--- config.mk ---
export PLATFORM = sky130hd
export DESIGN_NAME = alu_pipe
export DESIGN_NICKNAME = d
export VERILOG_FILES = /design/src/rtl/alu_pipe.sv
export SDC_FILE = /design/constraint.sdc
export NUM_CORES = 1
export LEC_CHECK = 0
export CAP_MARGIN = 40
export CELL_PAD_IN_SITES_DETAIL_PLACEMENT = 0
export CELL_PAD_IN_SITES_GLOBAL_PLACEMENT = 1
export CORE_UTILIZATION = 39
export DETAILED_ROUTE_END_ITERATION = 10
export MAX_ROUTING_LAYER = met4
export PLACE_DENSITY = 0.77
export RECOVER_POWER = 25
export REMOVE_ABC_BUFFERS = 1
export SYNTH_ARGS = -nofsm -noshare
export SYNTH_HDL_FRONTEND = slang
export SYNTH_SLANG_ARGS = --single-unit
--- constraint.sdc ---
create_clock -name clk -period 3.2 [get_ports clk]
set_input_delay 0.64 -clock clk [delete_from_list [all_inputs] [get_ports clk]]
set_output_delay 0.64 -clock clk [all_outputs]
set_load 0.02 [all_outputs]
--- src/rtl/alu_pipe.sv ---
// Two-stage pipelined integer ALU with valid/ready handshake, registered flags and sticky overflow.
// Optional build macro ALU_PIPE_SIGNED_CMP_EN makes greater/is_eq/less compare as two's complement.
module alu_pipe #(
  parameter int WIDTH = 8
) (
  input  logic             clk,
  input  logic             rst_n,
  input  logic             in_valid,
  output logic             in_ready,
  input  logic [WIDTH-1:0] a,
  input  logic [WIDTH-1:0] b,
  input  logic [2:0]       op,
  input  logic             oe,
  input  logic             clr_sticky,
  output logic             out_valid,
  input  logic             out_ready,
  output logic [WIDTH-1:0] y,
  output logic             parity,
  output logic             overflow,
  output logic             greater,
  output logic             is_eq,
  output logic             less,
  output logic             ovf_sticky
);

  localparam int SHW = $clog2(WIDTH);

  typedef enum logic [2:0] {
    OP_ADD  = 3'b000,
    OP_SUB  = 3'b001,
    OP_AND  = 3'b010,
    OP_OR   = 3'b011,
    OP_XOR  = 3'b100,
    OP_SHL  = 3'b101,
    OP_SHR  = 3'b110,
    OP_PASS = 3'b111
  } op_e;

  logic             s1_valid;
  logic             s2_valid;
  logic [WIDTH-1:0] s1_a;
  logic [WIDTH-1:0] s1_b;
  op_e              s1_op;
  logic             s1_oe;
  logic             adv1;
  logic             adv2;

  logic [WIDTH-1:0] res;
  logic             ovf_c;
  logic             gt_c;
  logic             eq_c;
  logic             lt_c;

  // A stage may load when it is empty or its contents move on this edge.
  assign adv2      = !s2_valid || out_ready;
  assign adv1      = !s1_valid || adv2;
  assign in_ready  = adv1;
  assign out_valid = s2_valid;

  always_comb begin
    res   = '0;
    ovf_c = 1'b0;
    case (s1_op)
      OP_ADD: begin
        res   = s1_a + s1_b;
        ovf_c = (s1_a[WIDTH-1] == s1_b[WIDTH-1]) && (res[WIDTH-1] != s1_a[WIDTH-1]);
      end
      OP_SUB: begin
        res   = s1_a - s1_b;
        ovf_c = (s1_a[WIDTH-1] != s1_b[WIDTH-1]) && (res[WIDTH-1] != s1_a[WIDTH-1]);
      end
      OP_AND:  res = s1_a & s1_b;
      OP_OR:   res = s1_a | s1_b;
      OP_XOR:  res = s1_a ^ s1_b;
      OP_SHL:  res = s1_a << s1_b[SHW-1:0];
      OP_SHR:  res = s1_a >> s1_b[SHW-1:0];
      default: res = s1_a;
    endcase
  end

`ifdef ALU_PIPE_SIGNED_CMP_EN
  assign gt_c = $signed(s1_a) > $signed(s1_b);
  assign lt_c = $signed(s1_a) < $signed(s1_b);
`else
  assign gt_c = s1_a > s1_b;
  assign lt_c = s1_a < s1_b;
`endif
  assign eq_c = s1_a == s1_b;

  // Operand stage; bubbles clear the valid bit but leave the operand registers alone.
  always_ff @(posedge clk or negedge rst_n) begin
    if (!rst_n) begin
      s1_valid <= 1'b0;
      s1_a     <= '0;
      s1_b     <= '0;
      s1_op    <= OP_ADD;
      s1_oe    <= 1'b0;
    end else if (adv1) begin
      s1_valid <= in_valid;
      if (in_valid) begin
        s1_a  <= a;
        s1_b  <= b;
        s1_op <= op_e'(op);
        s1_oe <= oe;
      end
    end
  end

  always_ff @(posedge clk or negedge rst_n) begin
    if (!rst_n) begin
      s2_valid <= 1'b0;
      y        <= '0;
      parity   <= 1'b0;
      overflow <= 1'b0;
      greater  <= 1'b0;
      is_eq    <= 1'b0;
      less     <= 1'b0;
    end else if (adv2) begin
      s2_valid <= s1_valid;
      if (s1_valid) begin
        y        <= s1_oe ? res : '0;
        parity   <= ^res;
        overflow <= ovf_c;
        greater  <= gt_c;
        is_eq    <= eq_c;
        less     <= lt_c;
      end
    end
  end

  // Setting on a delivered overflow beats a simultaneous clear request.
  always_ff @(posedge clk or negedge rst_n) begin
    if (!rst_n) begin
      ovf_sticky <= 1'b0;
    end else if (s2_valid && out_ready && overflow) begin
      ovf_sticky <= 1'b1;
    end else if (clr_sticky) begin
      ovf_sticky <= 1'b0;
    end
  end

endmodule

### Word-level counts from Yosys, hierarchy flattened

Cells that the tools add are included.

* register bits after elaboration: 36
* input port bits: 25
* output and inout port bits: 16
* word-level logic and storage cells: 51

* add/subtract/negate cells: 2
* order comparisons: 2
* eq/ne operators: 11
* shift operators: 2
* multiplexer cells: 5
* bitwise logic cells: 3
* reduce and logical (&&, ||, !) cells: 13

Operators by type and width (count)
* $pmux W8 S7: 1
* $eq A3 B3 Y1 const B: 3
* $add A8 B8 Y8: 1
* $and A8 B8 Y8: 1
* $eq A8 B8 Y1: 1
* $gt A8 B8 Y1: 1
* $lt A8 B8 Y1: 1
* $mux W8: 1
* $or A8 B8 Y8: 1
* $reduce_xor A8 Y1: 1
* $shl A8 B3 Y8: 1
* $shr A8 B3 Y8: 1
* $sub A8 B8 Y8: 1
* $xor A8 B8 Y8: 1
* $eq A3 B2 Y1 const B: 2
* $logic_and A1 B1 Y1: 4
* $reduce_and A2 Y1: 2
* $eq A3 B1 Y1 const B: 1
* $logic_not A3 Y1: 1
* $ne A1 B1 Y1: 3
* $logic_not A1 Y1: 2
* $logic_or A1 B1 Y1: 2
* $mux W1: 2
* $pmux W1 S2: 1
* other kinds (2): 2

### Longest topological paths before layout

Gate-level depths: netlist of run 1.

* depth in word-level cells: 4
* gate-level depth with buffers: 14
* mapped depth without buffers: 13

### Worst setup path before layout of run 1

No wires, ideal clock.

* kind: reg2reg
* from: register s1_a[0]
* to: register parity
* library setup time: 132 ps
* arrival: 3149 ps
* required time: 3068 ps
* slack: -81 ps
* stages on the path, launching flop included: 13
* path buffers: 0
* clock period less this slack: 3281 ps
* path through: dfrtp_1 > ha_1 > fa_1 > or4b_1 > o21ai_0 > a221oi_2 > a21oi_1 > xnor3_1 > xnor3_1 > xor2_1 > xnor2_1 > xnor2_1 > o21ai_1

* longest elaborated chain between the ends: 3
* elaborated cells between the ends (all ways): 9
* those cells by class: add/sub (2); shift (2); mux (1); bitwise (3); reduce/logical (1)

RTL lines
* from (decl): RTL line 41 `logic [WIDTH-1:0] s1_a;`
* from (signal assigned): RTL line 94 `s1_a <= '0;`
* from (signal assigned): RTL line 101 `s1_a <= a;`
* $sub A8 B8 Y8 (tied with other cells): RTL line 69 `res = s1_a - s1_b;`
* $pmux W8 S7 (*): RTL line 63 `case (s1_op)`
* $reduce_xor A8 Y1 (*): RTL line 122 `parity <= ^res;`
* to (signal assigned): RTL line 122
* to (decl): RTL line 18 `output logic parity,`

Mark *: on every way between the ends. The rest lies on a longest branch, timed or not.
A chain may end at the register's enable or synchronous reset.

### Worst setup path in the final report of run 1

Ends and elaborated chain as after synthesis.

==> metrics.md, run 1 <==
| Metric | Value |
|---|---|
| Area growth from synthesis to layout | 29.7% |
| Std cell rows | 32 |
| Clk buf depth | 2 |
| Clock insertion delay at the later pin of the skew report | 300 ps |
| F_max | 0.312 GHz |
| Static power due to leakage | 1.79 nW |
| Tmin final | 3210 ps |
| Endpoint of the most critical register-to-register path | parity |
| Relative slew slack | 15.1% |
| CTS tree | done |
| Final setup TNS | -10.3 ps |
| Most common cell after layout, fill and taps aside | sky130_fd_sc_hd__buf_4 |
| Max rail drop VDD | 0.265 mV |
| Core Region | 0.00781 mm^2 |
| Largest net degree at the start of global routing | 23 |
| Count of nets after finishing | 456 |
| Slew at the pin closest to its max-slew limit | 1270 ps |
| Fraction of layout instances using a drive strength above 1 | 26.4% |
| Worst r2r src | s1_a[0] |
| Clock edge transition at the registers on the reported setup and hold paths | 80 ps |
| Count of port buffers added during placement | 40 |
| Final number of max-transition violations | 0 |
| Horizontal die dimension | 92.1 um |
| Post-layout instance count excluding filler cells | 507 |
| Leading cell types in the layout, fill and taps excluded | sky130_fd_sc_hd__buf_4 (43), sky130_fd_sc_hd__clkdlybuf4s50_1 (39), sky130_fd_sc_hd__dfrtp_1 (36) |
| Worst Setup Path Type | reg -> reg |
| Gate count after technology mapping | 332 |
| Maximum level of the CTS H-tree | 2 |
| Synthesis Warnings | 0 |
| Cell area after technology mapping | 0.00317 mm^2 |
| Die Y | 92.1 um |
| Count of antenna-violating nets left after detailed routing | 0 |
| Violated checks | setup timing |
| Initial antenna violation count | 0 |
| Proportion of synthesized flip-flops having asynchronous set or reset | 100% |
| Final worst path period share | 100% |
| Required time of the critical path | 3370 ps |
| Routed WL | 9130 um |
| Number of DRC violations after detailed routing | 0 |
| Setup slack on the worst flop-to-flop path | -10 ps |
| Buffer cell driving the clock tree root | sky130_fd_sc_hd__clkbuf_8 |
| Setup skew after layout | 7.98 ps |
| Depth of the worst register-to-register path | 12 |
| Number of global-route vias before repair | 2948 |
| Initial Utilization | 40.6% |
| Arrival time at the worst endpoint | 3380 ps |
| Hold/Removal Path Class | in -> async |
| Post-Route Hold Slack | 412 ps |
| Final HPWL from detailed placement | 6990 um |
| Sequential element share of the synthesized area | 28.4% |
| DIE AREA | 0.00849 mm^2 |
| Launch point of the critical path | s1_a[0] |
| Routed wire per std cell | 18.0 um |
| Number of buffers added by the clock tree synthesis step | 5 |
| Final estimated routing congestion in global placement | 0.867 |
| Flops & latches, synth | 36 |
| Via/cell ratio | 5.69 |
| Post-route setup slack | -10.3 ps |
| Termination of the worst setup path | parity |
| Top-level I/O count | 41 |
| Endpoint class of the critical path | register |
| Number of buffers inserted by hold repair at cts | 0 |
| Clock sinks | 36 |
| 1st-iter DRT viols | 236 |
| Antenna diode count | 0 |
| Router iterations before antenna repair | 6 |
| Power Dens Cells | 615 mW/mm^2 |
| Number of flops mapped to enable cells by yosys | 0 |
| Max-Cap Viols | 0 |
| Number of placed cells counting well taps | 498 |
| Most used flip-flop cell after synthesis | sky130_fd_sc_hd__dfrtp_1 |
| Mean cell area of the mapped netlist | 9.54 um^2 |
| Number of distinct standard cells referenced by the synthesized netlist | 67 |
| Number of vias in the routed layout | 2884 |
| Setup-violating endpoint count in the final report | 1 |
| Final Cell Area | 0.00411 mm^2 |
| Final hold violation count | 0 |
| RSZ-0062 raised after global routing | yes |
| Top fanout value on the critical path | 2 |
| Global-route wire length before repair | 15200 um |
| Status | finished, violations left |
| Area after DPL | 0.00395 mm^2 |
| Crit start category | register |
| Total gr overflow | 0 |
| Global-route usage over all layers | 23.9% |
[registers in the layout, indices dropped and copies added (netlist names)]
name / count
y: 8
s1_valid: 1
greater: 1
ovf_sticky: 1
out_valid: 1
less: 1
s1_op: 3
s1_b: 8
s1_a: 8
is_eq: 1
s1_oe: 1
overflow: 1
parity: 1
[timing repair]
item / CTS / global route
gates cloned: 0 / 0
gates resized for setup: 15 / 3
buffers inserted: 0 / 1
endpoints found under the setup margin: 1 / 1
pin swaps: 8 / 1
[metrics by stage]
| stage | utilization, % | total power (W) | setup WS [ps] |
|---|---|---|---|
| global route | 52.6 | 0.00269 | -182 |
| floorplan | - | 0.00155 | -373 |
| CTS | 52.7 | 0.00253 | 13.1 |
| finish | 52.6 | 0.00253 | -10.3 |
| global placement | 50.2 | 0.00206 | -178 |
| detailed placement | 50.5 | 0.00208 | -193 |
[worst max-delay path: stages, from the launching register on]
cell	delay, ps
sky130_fd_sc_hd__dfrtp_1	410
sky130_fd_sc_hd__ha_1	240
sky130_fd_sc_hd__fa_1	400
sky130_fd_sc_hd__a21o_1	180
sky130_fd_sc_hd__a21oi_1	280
sky130_fd_sc_hd__a21boi_2	100
sky130_fd_sc_hd__mux2_4	320
sky130_fd_sc_hd__a31oi_4	160
sky130_fd_sc_hd__xnor3_1	430
sky130_fd_sc_hd__xor2_1	180
sky130_fd_sc_hd__xnor2_1	180
sky130_fd_sc_hd__xnor2_1	130
sky130_fd_sc_hd__o21ai_1	70
[worst min-delay path by stage]
| stage | startpoint | to | slack, ps |
|---|---|---|---|
| floorplan | rst_n | greater | 340 |
| global placement | greater | greater | 470 |
| detailed placement | less | less | 470 |
| CTS | rst_n | s1_a[1] | 270 |
| global route | rst_n | s1_a[1] | 500 |
| finish | rst_n | s1_a[1] | 410 |
[per-layer routing]
layer / part of all wire, % / global-route usage [%] / up-vias / wire length [um]
li1: - / - / 1352 / -
met1: 45 / 31.4 / 1387 / 4150
met2: 46 / 37.6 / 124 / 4180
met3: 6.4 / 4.31 / 21 / 586
met4: 2.4 / 7.29 / 0 / 220
met5: 0 / - / - / 0
[cell usage after synthesis, types with 3 or more instances]
cell type,number,share of area (%)
sky130_fd_sc_hd__o21bai_1,3,0.71
sky130_fd_sc_hd__inv_1,20,2.4
sky130_fd_sc_hd__a21oi_1,13,2.1
sky130_fd_sc_hd__nand3_1,4,0.63
sky130_fd_sc_hd__clkbuf_1,9,1.1
sky130_fd_sc_hd__o22ai_1,5,0.99
sky130_fd_sc_hd__xor2_1,4,1.1
sky130_fd_sc_hd__o21ai_0,11,1.7
sky130_fd_sc_hd__or4_1,3,0.71
sky130_fd_sc_hd__dfrtp_1,36,28
sky130_fd_sc_hd__xnor2_1,6,1.7
sky130_fd_sc_hd__a22o_1,4,1.1
sky130_fd_sc_hd__nor3_1,7,1.1
sky130_fd_sc_hd__mux2_2,22,7.8
sky130_fd_sc_hd__buf_6,3,1.1
sky130_fd_sc_hd__o31ai_1,4,0.95
sky130_fd_sc_hd__and3_1,3,0.59
sky130_fd_sc_hd__nand2_1,29,3.4
sky130_fd_sc_hd__nor2b_1,5,0.99
sky130_fd_sc_hd__buf_2,4,0.63
sky130_fd_sc_hd__ha_1,25,9.9
sky130_fd_sc_hd__nand2b_1,5,0.99
sky130_fd_sc_hd__mux2i_1,7,2.2
sky130_fd_sc_hd__nor2_1,23,2.7
sky130_fd_sc_hd__a21o_1,3,0.71
sky130_fd_sc_hd__o21ai_1,5,0.79
sky130_fd_sc_hd__inv_2,3,0.36
sky130_fd_sc_hd__mux4_2,9,6.4
sky130_fd_sc_hd__a22oi_1,5,1.2
sky130_fd_sc_hd__a31oi_1,5,0.99
[final cells by class]
type / count / area, um^2
clock buffer: 6 / 72.6
multi-input combinational: 251 / 2130
inverter: 24 / 92.6
timing repair buffer: 86 / 752
fill: 734 / 3700
clock inverter: 2 / 35.0
sequential: 36 / 901
tap: 102 / 128
[power breakdown]
part	switching [W]	total, W	internal, W
sequential	0.0000722	0.000616	0.000543
clock	0.000178	0.000410	0.000232
combinational	0.000745	0.00150	0.000757
[logic make-up after synthesis]
group / after synthesis / synth area share (%)
adders and majority gates: 27 / 11.1
buffers and inverters: 45 / 6.56
xor gates and xnor gates: 12 / 4.19
AOI/OAI and AO/OA: 82 / 18.4
DFF: 36 / 28.4
and+or+nand+nor: 92 / 14.8
muxes: 38 / 16.4
No activity file was read; power rests on OpenSTA's default activity.
==> run 2, diff against run 1 <==
TNS_END_PERCENT = 5   (was not set)
==> results of run 2 <==
Final layout, timing and power as in run 1 (identical DEF).
